===== src/rtl/led_frame_ctrl_if.sv =====
// Pixel-write and command bundle between the game/overlay logic and the frame controller.
// Two requesters share the back buffer; the master drives requests and the slave returns readies.
interface led_frame_ctrl_if;
  logic       req0_valid;
  logic [3:0] req0_x;
  logic [3:0] req0_y;
  logic [1:0] req0_color;
  logic       req0_ready;
  logic       req1_valid;
  logic [3:0] req1_x;
  logic [3:0] req1_y;
  logic [1:0] req1_color;
  logic       req1_ready;
  logic       clear_req;
  logic       commit_req;

  modport master (
    output req0_valid, req0_x, req0_y, req0_color,
    output req1_valid, req1_x, req1_y, req1_color,
    output clear_req, commit_req,
    input  req0_ready, req1_ready
  );

  modport slave (
    input  req0_valid, req0_x, req0_y, req0_color,
    input  req1_valid, req1_x, req1_y, req1_color,
    input  clear_req, commit_req,
    output req0_ready, req1_ready
  );
endinterface


===== src/rtl/led_frame_ctrl.sv =====
// Double-buffered 16x16 red/green frame controller: arbitrated pixel writes into a back buffer,
// published to the front buffer on the first frame_tick after a commit.
module led_frame_ctrl #(
  parameter bit AUTO_CLEAR = 1'b0,
  parameter int CNT_W      = 8
) (
  input  logic                 clk,
  input  logic                 RST,
  input  logic                 frame_tick,
  led_frame_ctrl_if.slave      bus,
  output logic                 busy,
  output logic [15:0][15:0]    RedPixels,
  output logic [15:0][15:0]    GrnPixels,
  output logic [CNT_W-1:0]     frame_count
);

  typedef enum logic [1:0] {IDLE, CLEAR, WAIT_TICK, SWAP} state_t;

  state_t            state_q, state_d;
  logic [15:0][15:0] back_red_q, back_red_d;
  logic [15:0][15:0] back_grn_q, back_grn_d;
  logic [15:0][15:0] front_red_q, front_red_d;
  logic [15:0][15:0] front_grn_q, front_grn_d;
  logic [3:0]        row_q, row_d;
  logic              rr_q, rr_d;
  logic              commit_pending_q, commit_pending_d;
  logic              busy_q, busy_d;
  logic [CNT_W-1:0]  count_q, count_d;
  logic              gnt0, gnt1;

  always_comb begin
    state_d          = state_q;
    back_red_d       = back_red_q;
    back_grn_d       = back_grn_q;
    front_red_d      = front_red_q;
    front_grn_d      = front_grn_q;
    row_d            = row_q;
    rr_d             = rr_q;
    commit_pending_d = commit_pending_q;
    count_d          = count_q;
    gnt0             = 1'b0;
    gnt1             = 1'b0;

    case (state_q)
      IDLE: begin
        // Commands pre-empt writes: no requester is granted on a command cycle.
        if (bus.clear_req) begin
          state_d          = CLEAR;
          commit_pending_d = bus.commit_req;
        end else if (bus.commit_req) begin
          state_d = WAIT_TICK;
        end else begin
          gnt0 = bus.req0_valid && (!bus.req1_valid || !rr_q);
          gnt1 = bus.req1_valid && (!bus.req0_valid || rr_q);
          if (gnt0) begin
            back_red_d[bus.req0_x][bus.req0_y] = bus.req0_color[0];
            back_grn_d[bus.req0_x][bus.req0_y] = bus.req0_color[1];
            rr_d = 1'b1;
          end else if (gnt1) begin
            back_red_d[bus.req1_x][bus.req1_y] = bus.req1_color[0];
            back_grn_d[bus.req1_x][bus.req1_y] = bus.req1_color[1];
            rr_d = 1'b0;
          end
        end
      end
      CLEAR: begin
        back_red_d[row_q] = '0;
        back_grn_d[row_q] = '0;
        row_d             = row_q + 4'd1;
        if (row_q == 4'd15) begin
          state_d          = commit_pending_q ? WAIT_TICK : IDLE;
          commit_pending_d = 1'b0;
        end
      end
      WAIT_TICK: begin
        if (frame_tick) state_d = SWAP;
      end
      SWAP: begin
        front_red_d = back_red_q;
        front_grn_d = back_grn_q;
        count_d     = count_q + CNT_W'(1);
        state_d     = AUTO_CLEAR ? CLEAR : IDLE;
      end
      default: state_d = IDLE;
    endcase

    busy_d = (state_d != IDLE);
  end

  always_ff @(posedge clk) begin
    if (RST) begin
      state_q          <= IDLE;
      back_red_q       <= '0;
      back_grn_q       <= '0;
      front_red_q      <= '0;
      front_grn_q      <= '0;
      row_q            <= '0;
      rr_q             <= 1'b0;
      commit_pending_q <= 1'b0;
      busy_q           <= 1'b0;
      count_q          <= '0;
    end else begin
      state_q          <= state_d;
      back_red_q       <= back_red_d;
      back_grn_q       <= back_grn_d;
      front_red_q      <= front_red_d;
      front_grn_q      <= front_grn_d;
      row_q            <= row_d;
      rr_q             <= rr_d;
      commit_pending_q <= commit_pending_d;
      busy_q           <= busy_d;
      count_q          <= count_d;
    end
  end

  assign bus.req0_ready = gnt0;
  assign bus.req1_ready = gnt1;
  assign busy           = busy_q;
  assign RedPixels      = front_red_q;
  assign GrnPixels      = front_grn_q;
  assign frame_count    = count_q;

endmodule


===== src/flat_wrapper.sv =====
// flat-port wrapper written by rule: the top's interface ports become plain ports
module led_frame_ctrl_flat 
#(
  parameter bit AUTO_CLEAR = 1'b0,
  parameter int CNT_W      = 8
)
  (clk, RST, frame_tick, busy, RedPixels, GrnPixels, frame_count, bus_req0_valid, bus_req0_x, bus_req0_y, bus_req0_color, bus_req1_valid, bus_req1_x, bus_req1_y, bus_req1_color, bus_clear_req, bus_commit_req, bus_req0_ready, bus_req1_ready);
  led_frame_ctrl_if bus_i ();
  input  logic clk;
  input  logic RST;
  input  logic frame_tick;
  output logic busy;
  output logic [15:0][15:0] RedPixels;
  output logic [15:0][15:0] GrnPixels;
  output logic [CNT_W-1:0] frame_count;
  input wire logic [$bits(bus_i.req0_valid)-1:0] bus_req0_valid;
  input wire logic [$bits(bus_i.req0_x)-1:0] bus_req0_x;
  input wire logic [$bits(bus_i.req0_y)-1:0] bus_req0_y;
  input wire logic [$bits(bus_i.req0_color)-1:0] bus_req0_color;
  input wire logic [$bits(bus_i.req1_valid)-1:0] bus_req1_valid;
  input wire logic [$bits(bus_i.req1_x)-1:0] bus_req1_x;
  input wire logic [$bits(bus_i.req1_y)-1:0] bus_req1_y;
  input wire logic [$bits(bus_i.req1_color)-1:0] bus_req1_color;
  input wire logic [$bits(bus_i.clear_req)-1:0] bus_clear_req;
  input wire logic [$bits(bus_i.commit_req)-1:0] bus_commit_req;
  output wire logic [$bits(bus_i.req0_ready)-1:0] bus_req0_ready;
  output wire logic [$bits(bus_i.req1_ready)-1:0] bus_req1_ready;
  assign bus_i.req0_valid = bus_req0_valid;
  assign bus_i.req0_x = bus_req0_x;
  assign bus_i.req0_y = bus_req0_y;
  assign bus_i.req0_color = bus_req0_color;
  assign bus_i.req1_valid = bus_req1_valid;
  assign bus_i.req1_x = bus_req1_x;
  assign bus_i.req1_y = bus_req1_y;
  assign bus_i.req1_color = bus_req1_color;
  assign bus_i.clear_req = bus_clear_req;
  assign bus_i.commit_req = bus_commit_req;
  assign bus_req0_ready = bus_i.req0_ready;
  assign bus_req1_ready = bus_i.req1_ready;
  led_frame_ctrl #(.AUTO_CLEAR(AUTO_CLEAR), .CNT_W(CNT_W)) u_core (.clk(clk), .RST(RST), .frame_tick(frame_tick), .bus(bus_i), .busy(busy), .RedPixels(RedPixels), .GrnPixels(GrnPixels), .frame_count(frame_count));
endmodule

===== config.mk =====
export PLATFORM = sky130hd
export DESIGN_NAME = led_frame_ctrl_flat
export DESIGN_NICKNAME = d
export VERILOG_FILES = /design/src/rtl/led_frame_ctrl_if.sv /design/src/rtl/led_frame_ctrl.sv /design/src/flat_wrapper.sv
export SDC_FILE = /design/constraint.sdc
export NUM_CORES = 2
export LEC_CHECK = 0
export CORE_UTILIZATION = 36
export CTS_CLUSTER_DIAMETER = 30
export DETAILED_ROUTE_END_ITERATION = 7
export DONT_BUFFER_PORTS = 1
export PLACE_DENSITY_LB_ADDON = 0.3
export REMOVE_ABC_BUFFERS = 1
export SYNTH_ARGS = -nofsm -noshare
export SYNTH_HDL_FRONTEND = slang
export SYNTH_SLANG_ARGS = --single-unit

===== constraint.sdc =====
create_clock -name clk -period 4.5 [get_ports clk]
set_input_delay 1.125 -clock clk [delete_from_list [all_inputs] [get_ports clk]]
set_output_delay 1.125 -clock clk [all_outputs]
set_load 0.02 [all_outputs]

==> results.py <==
metrics = {
    "pwr": {
        "power_w": 0.0305,
        "p_int_w": 0.0233,
        "p_per_area_mw_per_mm2": 538,
        "p_switching_w": 0.00718,
        "power_frac_clock_pct": 63.8,
        "vdd_ir_drop_max_mv": 0.379,
        "p_seq_share_pct": 30.4,
        "netSwitchingFraction_pct": 23.6,
        "power_frac_comb_pct": 5.8,
        "power.leakage_nw": 19.0,
    },
    "detailed_routing": {
        "drt_wl_total_um": 211000,
        "drc_errors": 0,
        "wl_per_cell_um": 28.5,
        "drtPass1Iterations": 6,
        "ant_nets": 0,
        "vias": 46200,
        "drt-initial-drc-count": 6120,
        "drt-vias-per-instance": 6.23,
    },
    "timing": {
        "fmax_mhz": 246,
        "setup_tns_ps": 0,
        "rsz0062_at_grt": "no",
        "worst_pin_slew_ps": 1610,
        "period_share_pct": 90.5,
        "hold_viol": 0,
        "fin_crit_ps": 4070,
        "maxSlewViolCount": 219,
        "slew_headroom_pct": -7.58,
        "skew_ps": 69.0,
        "finalSetupViolations": 0,
    },
    "synthesis": {
        "synth_top_area_share_pct": 44.9,
        "ys.warnings.count": 0,
        "synth_top_cell_by_area": "dfxtp_1",
        "synth_cell_types": 48,
        "synth_edf_count": 0,
        "avgSynthCellArea_sq_um": 8.10,
        "yosys-top-cells-area": "dfxtp_1 45%, nand2_1 13%, a22o_1 9.6%",
        "synthCells": 5731,
        "yosysSeqAreaShare_pct": 44.9,
        "syn_area_sq_mm": 0.0464,
        "synthArstFlopShare_pct": 0,
        "ys_ff_latch": 1041,
        "synth-main-ff-cell": "dfxtp_1",
    },
    "die": {
        "io_pins": 550,
        "rows": 131,
        "initial_utilization_pct": 36.4,
        "die_w_um": 361,
        "dieArea_sq_mm": 0.130,
        "die_h_um": 361,
        "core_area_sq_mm": 0.128,
    },
    "finish": {
        "final_util_pct": 44.3,
        "area_growth_pct": 22.0,
        "drive_gt1_share_pct": 11.7,
        "nets": 5590,
    },
    "placement": {
        "finalWeightedCongestion": 0.874,
        "hpwl_um": 127000,
        "portBuffers": 0,
    },
    "flow_run": {
        "maxCapViolations": 0,
    },
    "clocking": {
        "cts_tree": "built",
        "clk_latency_ps": 900,
        "cts_buffer_depth": 4,
        "cts_sinks": 1041,
        "holdBufCountCts": 0,
        "ctsHtreeMaxLevel": 5,
        "post_cts_buffers": 0,
        "cts_buffers": 275,
        "post_cts_resized": 0,
        "clkTransAtPathRegs_ps": 50,
        "clockRootBuffer": "clkbuf_16",
    },
    "grt": {
        "grt_overflow": 0,
        "grt_start_max_net_pins": 790,
        "grt_pass1_wl_um": 300000,
        "grt_pass1_vias": 43900,
        "antenna_found_initial": 7,
        "track_usage_pct": 30.8,
    },
    "worst_setup_path": {
        "arrival_ps": 4820,
        "critPathKind": "primary input to flip-flop",
        "crit_fanout": 322,
        "start_kind": "primary input",
        "cp.required_ps": 5250,
        "endpoint_kind": "flip-flop",
    },
    "hold_path": {
        "hp-class": "primary input to flip-flop",
    },
    "outcome": {
        "violations": "max-slew violations",
        "outcome": "finished, violations left",
    },
}
[cell usage in the layout, fill, tap and decap left out, types with 28 or more instances in the layout]
cell          n
nand2_1    1578
dfxtp_1    1040
a21oi_1     785
o22ai_1     511
a22o_1      510
clkbuf_16   283
a22oi_1     250
nor2b_1     241
buf_4       104
clkbuf_1     43
clkinv_2     39
clkbuf_8     36
bufinv_16    28
[critical path, stage by stage]
cell	delay, ps
buf_16	810
buf_16	820
nand3b_1	520
buf_4	690
nor2b_1	150
a22o_1	240
[cell usage after synthesis, types with 25 or more instances]
master and n:
nand2_1 1604, dfxtp_1 1041, a21oi_1 785, o22ai_1 511, a22o_1 510, clkbuf_1 354
a22oi_1 250, nor2b_1 241, buf_2 139, buf_4 41, nor2_1 26, and2b_1 25
[metrics by stage]
step                      setup WS, ps  cells  hold slack (ps)  area [sq um]
after floorplan                  -6420   5151              426         43800
after global placement             851   6940              446         47400
after detailed placement           861   6940              447         47400
after CTS                          842   7413              408         56500
after global routing               327   7417              273         56600
final                              430   7418              294         56600
[logic make-up after synthesis]
kind of cell               Yosys count  share of synthesized area (%)
DFF                               1041                           44.9
buffers and inverters              585                           5.66
AOI/OAI and AO/OA                 2078                           29.5
adders and majority gates            5                          0.135
xor gates and xnor gates             9                          0.170
and+or+nand+nor                   2012                           19.6
muxes                                1                         0.0216
[layer usage]
| layer | up-vias | GRT usage [%] | routed length, um | part of all wire (%) |
|---|---|---|---|---|
| met5 | - | 0 | 20 | 0.0095 |
| met4 | 2 | 21.7 | 15400 | 7.3 |
| met3 | 824 | 12.1 | 27100 | 13 |
| met2 | 3105 | 44.7 | 88700 | 42 |
| met1 | 22000 | 37.0 | 80000 | 38 |
| li1 | 20300 | - | - | - |
[power groups by stage]
| stage | Combinational (W) | Clock, W | Sequential [W] |
|---|---|---|---|
| floorplan | 0.00104 | 0 | 0.00944 |
| global placement | 0.00154 | 0 | 0.00944 |
| detailed placement | 0.00156 | 0 | 0.00944 |
| CTS | 0.00156 | 0.0196 | 0.00927 |
| global route | 0.00183 | 0.0201 | 0.00926 |
| finish | 0.00177 | 0.0194 | 0.00927 |
[state kept, by name, summed over array words and instances, names as in the netlist]
| register | count |
|---|---|
| u_core.GrnPixels | 256 |
| u_core.RedPixels | 256 |
| u_core.back_grn_q | 256 |
| u_core.back_red_q | 256 |
| u_core.busy | 1 |
| u_core.commit_pending_q | 1 |
| u_core.frame_count | 8 |
| u_core.row_q | 4 |
| u_core.rr_q | 1 |
| u_core.state_q | 2 |
[final cells by class]
| class | instances | area (sq um) |
|---|---|---|
| flip-flops and latches | 1041 | 20800 |
| well taps | 1662 | 2080 |
| multi-input cells | 4105 | 23200 |
| inverters | 5 | 18.8 |
| clock inverters | 111 | 1390 |
| repair buffers | 130 | 1320 |
| clock buffers | 362 | 7740 |
| diodes | 2 | 5.00 |
| fillers | 12300 | 71100 |
[worst paths after layout]
kind,startpoint,to,slack (ps),depth (start not counted)
setup / recovery,RST,u_core.back_red_q[224]$_SDFFE_PP0P_,430,6
hold / removal,RST,u_core.RedPixels[38]$_SDFFE_PP0N_,290,1
setup reg to reg,u_core.state_q[0]$_SDFF_PP0_,u_core.back_grn_q[43]$_SDFFE_PP0P_,1390,6
hold reg to reg,u_core.back_red_q[128]$_SDFFE_PP0P_,u_core.RedPixels[128]$_SDFFE_PP0N_,420,2
Note: power is estimated with default switching activity, not from simulation.
